===== src/rtl/dmem_arb_pkg.sv =====
// dmem_arb_pkg: shared types and constants for the data memory arbiter.
// Imported by the arbiter top and its round-robin picker.
package dmem_arb_pkg;

  typedef enum logic [1:0] {
    IDLE   = 2'd0,
    ACCESS = 2'd1,
    DONE   = 2'd2
  } state_e;

  localparam logic REQ0 = 1'b0;
  localparam logic REQ1 = 1'b1;

  localparam logic [1:0] WORD_ALIGN = 2'b00;

  // The requester that gets priority after `id` has been served.
  function automatic logic other_id(input logic id);
    return (id == REQ0) ? REQ1 : REQ0;
  endfunction

endpackage


===== src/rtl/data_mem_arbiter_rr_arb2.sv =====
// rr_arb2: combinational two-way round-robin picker.
// The priority pointer is owned by the caller.
module rr_arb2
  import dmem_arb_pkg::*;
(
  input  logic [1:0] req_i,
  input  logic       prio_i,
  output logic       gnt_valid_o,
  output logic       gnt_id_o
);

  // A lone request wins; a tie goes to the pointer.
  always_comb begin
    gnt_valid_o = 1'b0;
    gnt_id_o    = REQ0;
    unique case (req_i)
      2'b01: begin
        gnt_valid_o = 1'b1;
        gnt_id_o    = REQ0;
      end
      2'b10: begin
        gnt_valid_o = 1'b1;
        gnt_id_o    = REQ1;
      end
      2'b11: begin
        gnt_valid_o = 1'b1;
        gnt_id_o    = prio_i;
      end
      default: begin
        gnt_valid_o = 1'b0;
        gnt_id_o    = REQ0;
      end
    endcase
  end

endmodule


===== src/rtl/data_mem_arbiter.sv =====
// data_mem_arbiter: two-master req/ack sequencer for the data memory.
// IDLE picks a winner, ACCESS drives the memory, DONE returns the ack.
module data_mem_arbiter
  import dmem_arb_pkg::*;
#(
  parameter int unsigned ADDR_W     = 32,
  parameter int unsigned DATA_W     = 32,
  parameter int unsigned ADDR_LIMIT = 1048576
) (
  input  logic              clk,
  input  logic              rst,

  input  logic              r0_req,
  input  logic              r0_we,
  input  logic [ADDR_W-1:0] r0_addr,
  input  logic [DATA_W-1:0] r0_wdata,
  output logic              r0_ack,
  output logic [DATA_W-1:0] r0_rdata,
  output logic              r0_err,

  input  logic              r1_req,
  input  logic              r1_we,
  input  logic [ADDR_W-1:0] r1_addr,
  input  logic [DATA_W-1:0] r1_wdata,
  output logic              r1_ack,
  output logic [DATA_W-1:0] r1_rdata,
  output logic              r1_err,

  output logic              mem_read,
  output logic              mem_write,
  output logic [ADDR_W-1:0] mem_addr,
  output logic [DATA_W-1:0] mem_wdata,
  input  logic [DATA_W-1:0] mem_rdata
);

  // Highest byte address at which a full word still fits.
  localparam logic [ADDR_W-1:0] LAST_WORD = ADDR_W'(ADDR_LIMIT - 4);

  state_e state_q, state_d;

  logic prio_q, prio_d;
  logic id_q, id_d;
  logic we_q, we_d;
  logic err_q, err_d;

  logic [ADDR_W-1:0] mem_addr_q, mem_addr_d;
  logic [DATA_W-1:0] mem_wdata_q, mem_wdata_d;
  logic [DATA_W-1:0] rdata0_q, rdata0_d;
  logic [DATA_W-1:0] rdata1_q, rdata1_d;

  logic              gnt_valid;
  logic              gnt_id;
  logic              sel_we;
  logic [ADDR_W-1:0] sel_addr;
  logic [DATA_W-1:0] sel_wdata;
  logic              sel_err;

  logic in_access;
  logic in_done;
  logic mem_en;

  rr_arb2 u_arb (
    .req_i       ({r1_req, r0_req}),
    .prio_i      (prio_q),
    .gnt_valid_o (gnt_valid),
    .gnt_id_o    (gnt_id)
  );

  // Steer the winner's fields and classify the access.
  always_comb begin
    sel_we    = r0_we;
    sel_addr  = r0_addr;
    sel_wdata = r0_wdata;
    if (gnt_id == REQ1) begin
      sel_we    = r1_we;
      sel_addr  = r1_addr;
      sel_wdata = r1_wdata;
    end
    sel_err = (sel_addr[1:0] != WORD_ALIGN)
            || (sel_addr > LAST_WORD);
  end

  // Next-state logic for the IDLE/ACCESS/DONE sequencer.
  always_comb begin
    state_d     = state_q;
    prio_d      = prio_q;
    id_d        = id_q;
    we_d        = we_q;
    err_d       = err_q;
    mem_addr_d  = mem_addr_q;
    mem_wdata_d = mem_wdata_q;
    rdata0_d    = rdata0_q;
    rdata1_d    = rdata1_q;
    unique case (state_q)
      IDLE: begin
        if (gnt_valid) begin
          id_d        = gnt_id;
          we_d        = sel_we;
          err_d       = sel_err;
          mem_addr_d  = sel_addr;
          mem_wdata_d = sel_wdata;
          prio_d      = other_id(gnt_id);
          state_d     = ACCESS;
        end
      end
      ACCESS: begin
        // Reads capture memory data; rejected accesses return zero.
        if (err_q || !we_q) begin
          if (id_q == REQ1) begin
            rdata1_d = err_q ? '0 : mem_rdata;
          end else begin
            rdata0_d = err_q ? '0 : mem_rdata;
          end
        end
        state_d = DONE;
      end
      DONE: begin
        state_d = IDLE;
      end
      default: begin
        state_d = IDLE;
      end
    endcase
  end

  // State and datapath registers with synchronous reset.
  always_ff @(posedge clk) begin
    if (rst) begin
      state_q     <= IDLE;
      prio_q      <= REQ0;
      id_q        <= REQ0;
      we_q        <= 1'b0;
      err_q       <= 1'b0;
      mem_addr_q  <= '0;
      mem_wdata_q <= '0;
      rdata0_q    <= '0;
      rdata1_q    <= '0;
    end else begin
      state_q     <= state_d;
      prio_q      <= prio_d;
      id_q        <= id_d;
      we_q        <= we_d;
      err_q       <= err_d;
      mem_addr_q  <= mem_addr_d;
      mem_wdata_q <= mem_wdata_d;
      rdata0_q    <= rdata0_d;
      rdata1_q    <= rdata1_d;
    end
  end

  assign in_access = (state_q == ACCESS);
  assign in_done   = (state_q == DONE);

  // Enables are gated by rst so a write racing reset is not committed.
  assign mem_en    = in_access & ~err_q & ~rst;
  assign mem_read  = mem_en & ~we_q;
  assign mem_write = mem_en &  we_q;
  assign mem_addr  = mem_addr_q;
  assign mem_wdata = mem_wdata_q;

  assign r0_ack   = in_done & (id_q == REQ0);
  assign r1_ack   = in_done & (id_q == REQ1);
  assign r0_err   = r0_ack & err_q;
  assign r1_err   = r1_ack & err_q;
  assign r0_rdata = rdata0_q;
  assign r1_rdata = rdata1_q;

endmodule


===== config.mk =====
export PLATFORM = sky130hd
export DESIGN_NAME = data_mem_arbiter
export DESIGN_NICKNAME = d
export VERILOG_FILES = /design/src/rtl/dmem_arb_pkg.sv /design/src/rtl/data_mem_arbiter_rr_arb2.sv /design/src/rtl/data_mem_arbiter.sv
export SDC_FILE = /design/constraint.sdc
export NUM_CORES = 1
export LEC_CHECK = 0
export BUFFER_PORTS_ARGS = -buffer_cell sky130_fd_sc_hd__buf_2
export CORE_MARGIN = 1.5
export CORE_UTILIZATION = 40
export CTS_BUF_LIST = sky130_fd_sc_hd__clkbuf_16
export DETAILED_ROUTE_END_ITERATION = 10
export HOLD_SLACK_MARGIN = 0.15
export PLACE_DENSITY = 0.89
export SETUP_SLACK_MARGIN = 0.1
export SLEW_MARGIN = 20
export SYNTH_ARGS = -nofsm -noshare
export SYNTH_HDL_FRONTEND = slang
export SYNTH_SLANG_ARGS = --single-unit

===== constraint.sdc =====
create_clock -name clk -period 1.7 [get_ports clk]
set_input_delay 0.51 -clock clk [delete_from_list [all_inputs] [get_ports clk]]
set_output_delay 0.51 -clock clk [all_outputs]
set_load 0.005 [all_outputs]

### Yosys cells after proc, flatten, opt, wreduce, memory -nomap -nowiden

Index checks and enable logic that the tools add are counted.

* bits in registers: 134
* logic and storage cells: 46
* input bits: 166
* output and inout bits: 134

* reduce and logical (&&, ||, !) cells: 9
* order comparisons: 1
* muxes and demuxes: 9
* eq/ne operators: 6
* bitwise logic cells: 12

Operators by type and width (number)
* 32-bit two-way mux: 3
* 32-bit by 20-bit > comparator with 1-bit output (second input constant): 1
* 1-bit AND: 8
* 2-bit equality test (second input constant): 3
* 3-bit AND reduction: 2
* 2-bit by 1-bit equality test with 1-bit output (second input constant): 2
* 1-bit NOT: 4
* 2-bit case mux with 2 select lines: 1
* 1-bit two-way mux: 3
* 3-bit OR reduction: 1
* 2-bit zero test: 1
* 1-bit logical OR: 2
* 2-bit two-way mux: 1
* 2-bit != test (second input constant): 1
* 1-bit case mux with 2 select lines: 1
* 2-bit AND reduction: 1
* 2-bit nonzero test: 1
* 1-bit zero test: 1

### Depth between registers and ports, before layout

* word-level depth: 5
* gate-level depth with buffers: 6
* depth with buffers taken out: 4

### By module

From an unflattened synthesis, not the netlist that was laid out.

* cell total of the unflattened synthesis: 649
* area total of the unflattened synthesis: 5594.1 sq um

By module, submodules not included
* data_mem_arbiter: cells an instance 646, area an instance 5576.6 sq um, instances 1, sequential area each 2682.6 sq um
* rr_arb2: cells an instance 3, area an instance 17.5 sq um, instances 1, sequential area each 0.0 sq um

### Least setup slack after synthesis

No wires, ideal clock.

* path kind: in2out
* from: in rst
* to: out mem_read
* data arrival time: 1.149 ns
* stages: 3
* data required time: 1.190 ns
* buffers on the path: 2
* setup slack: 0.041 ns
* cells stage by stage: clkbuf_1 > clkbuf_1 > nor4_1

* word-level cells in the longest chain between the ends: 3

Ends and longest elaborated chain
* from (decl): line data_mem_arbiter.sv:11 `input logic rst,`
* 1-bit NOT: line data_mem_arbiter.sv:155 `assign mem_en = in_access & ~err_q & ~rst;`
* 1-bit AND: line data_mem_arbiter.sv:155
* 1-bit AND: line data_mem_arbiter.sv:156 `assign mem_read = mem_en & ~we_q;`
* to (decl): line data_mem_arbiter.sv:29 `output logic mem_read,`

No other way between the ends.

### Worst setup path in the final report

* from: reg state_q[0]
* to: out r0_err

* word-level cells in the longest chain between the ends: 3

Ends and longest elaborated chain
* from (decl): line data_mem_arbiter.sv:39 `state_e state_q, state_d;`
* from (signal assigned): line data_mem_arbiter.sv:139 `state_q <= state_d;`
* 2-bit equality test: line data_mem_arbiter.sv:152 `assign in_done = (state_q == DONE);`
* 1-bit AND: line data_mem_arbiter.sv:161 `assign r0_ack = in_done & (id_q == REQ0);`
* 1-bit AND: line data_mem_arbiter.sv:163 `assign r0_err = r0_ack & err_q;`
* to (decl): line data_mem_arbiter.sv:19 `output logic r0_err,`

No other way between the ends.

==> run_results.csv <==
group,metric,value,unit
placed_design,hpwl,12.0,mm
yosys,synth_top_area_share,51.1,%
setup_path,rrSetupSlack,0.14,ns
power,p_total,8320,µW
min_path,hold_path.class,"in2reg",
global_route,grt-ovfl-total,0,
power,ir_drop,0.564,mV
clock_network,clockBufferDepth,2,
yosys,synthesis.nets,762,
floorplanning,rows,41,
floorplanning,die-area,13800,µm²
setup_path,critical_path.n_buffers_inverters,1,
placed_design,gp_congestion,0.826,
setup_path,critPathLaunchType,"register",
timing,period_needed,1.78,ns
route,postRouteAntennaNets,0,
floorplanning,start_util,41.3,%
min_path,holdPathStages,2,
job,max_cap_violations,0,
route,via_per_inst,5.26,
clock_network,cts_tree,"done",
yosys,ys_seq_area_share,51.1,%
yosys,synthCells,596,
setup_path,slowest_delay,0.37,ns
yosys,yosysTopAreaCell,"dfxtp_1",
route,vias,5637,
setup_path,cp.arrival,1.27,ns
setup_path,required,1.19,ns
floorplanning,core_area,12700,µm²
setup_path,r2r-start,"state_q[1]",
yosys,synth_area_leaders,"dfxtp_1 51%, a222oi_1 9.7%, nand2_1 9.1%",
timing,finalWorstSetupSlack,-0.0823,ns
yosys,ys_ff_latch,134,
floorplanning,io_pins,300,
clock_network,htreeDepth,4,
layout,syn_to_final_growth,45.3,%
layout,nets,1050,
global_route,track_usage,23.9,%
layout,final_cell_mix,"298 x buf_2, 130 x dfxtp_1, 128 x nand2_1, 71 x nor2_1, 65 x a21oi_1",
clock_network,cts_sinks,134,
layout,final_common_cell,"buf_2",
setup_path,r2r_cells,6,
timing,maxSlewViolCount,0,
clock_network,clk_latency,0.41,ns
power,p_leak,0.00358,µW
yosys,synth_warnings,0,
layout,drive_gt1_share,41.1,%
timing,max_freq,561,MHz
setup_path,path_class,"reg2out",
global_route,antenna_found_initial,3,
timing,finalCritPeriodShare,105,%
setup_path,endpoint_kind,"primary output",
yosys,syn-cell-area,5250,µm²
route,drc,0,
setup_path,reg2reg_to,"r1_rdata[0]",
timing,grt_setup_unrepaired,"yes",
global_route,grt_pass1_wl,26.6,mm
power,powerDensity,1090,nW/µm²
setup_path,crit_family,"simple AND/OR/NAND/NOR gates",
min_path,min_to,"state_q[1]",
layout,finalInstanceArea,7630,µm²
placed_design,dp_slack,0.00457,ns
clock_network,cts_root_buf,"clkbuf_16",
global_route,grt_pass1_vias,5353,
global_route,grt_max_degree,134,
placed_design,placed_area,6940,µm²
timing,tns,-0.167,ns
setup_path,cp_slowest_cell,"dfxtp_4",
placed_design,io_buffers,299,
timing,slew_headroom,61.3,%
yosys,syn_avg_cell_area,8.82,µm²
clock_network,cts_hold_buf,0,
yosys,yosysUniqueCellTypes,32,
timing,hold_viol,0,
floorplanning,fp.dieW,118,µm
clock_network,numCtsBuffers,17,
status,violations,"setup timing",
setup_path,path_cells,"nor2b_4 > nor2b_4 > and2_1 > buf_2",
timing,final.setup_skew,0.00837,ns
route,first_iter_violations,613,
clock_network,cts.clk_slew.worst_paths,0.05,ns
status,status,"finished with violations",
timing,worstMarginPinSlew,0.581,ns
min_path,min_from,"rst",
route,drt_wl_total,17.0,mm
floorplanning,die_y,118,µm
timing,setup_violations,4,
setup_path,cp_max_fo,4,
setup_path,cp_common_cell,"nor2b_4",
route,wl_per_cell,15.9,µm
route,first_pass_iters,9,
-- area by class of cell --
cell class                 count  area, µm²
inverter                       3       11.3
tap                          172        215
clock buffer                  17        425
clock inverter                15        139
timing repair buffer         322       1800
antenna                        3       7.51
multi-input combinational    406       2340
fill                        1151       5090
sequential                   134       2700
-- synthesized netlist by cell type --
cell type and number:
nor2b_2 1, inv_2 1, buf_2 23, a2111oi_4 1
inv_1 2, nor3_2 1, nor3_1 4, and2b_1 1
buf_6 8, or3b_1 1, buf_1 1, o21a_1 1
clkbuf_1 19, o211a_1 1, a21oi_1 65, nand2_1 128
nor3b_2 1, and2_1 3, nor2b_1 33, buf_4 2
mux2i_1 14, dfxtp_1 134, nand4_1 2, nor2_1 73
nor4_1 5, or3_1 1, a222oi_1 51, nand2b_2 1
a22o_1 1, o21ai_2 2, a211oi_1 14, and3_1 1
-- per-stage QoR --
step                      hold WS [ns]  utilization [%]  cells
final                            0.325             60.0   1072
after global routing             0.313             60.0   1072
after CTS                        0.303             59.8   1068
after detailed placement         0.444             54.5   1029
after global placement           0.438             54.5   1029
after floorplan                  0.453                -    596
-- per-layer routing --
| layer | up-vias | wire length, µm | share of wire (%) | track usage, % |
|---|---|---|---|---|
| met2 | 307 | 8440 | 50 | 40.6 |
| met5 | - | 0 | 0 | 0 |
| met4 | 0 | 431 | 2.5 | 10.9 |
| met3 | 36 | 1680 | 9.9 | 8.58 |
| met1 | 2613 | 6480 | 38 | 26.8 |
| li1 | 2681 | - | - | - |
-- worst max-delay path by stage --
stage	startpoint	to	cells past startpoint
after detailed placement	r0_req	mem_wdata[13]	6
final	state_q[0]	r0_err	4
after CTS	state_q[1]	r0_err	4
after global routing	state_q[0]	r0_err	4
after global placement	r0_req	mem_wdata[10]	6
after floorplan	rst	mem_read	3
-- logic make-up after synthesis --
| kind of cell | synth area share (%) |
|---|---|
| and+or+nand+nor | 21.2 |
| AOI/OAI and AO/OA | 19.3 |
| DFF | 51.1 |
| muxes | 2.67 |
| buffers and inverters | 5.83 |
-- flip-flops by register name, summed over array words and instances, names as in the netlist --
signal and cells:
err_q 1, id_q 1, mem_addr 32, mem_wdata 32
prio_q 1, r0_rdata 32, r1_rdata 32, state_q 2
we_q 1
-- what timing repair did --
| item | in CTS | in global routing |
|---|---|---|
| setup buffers | 7 | 1 |
| pin swaps | 2 | 1 |
| resized for setup | 16 | 2 |
| setup endpoints to repair | 38 | 77 |
-- power breakdown --
group | leakage, µW | internal (µW) | switching (µW)
combinational | 0.00221 | 646 | 700
sequential | 0.00110 | 3360 | 129
clock | 0.000271 | 2130 | 1360
No activity file was read; power rests on OpenSTA's default activity.
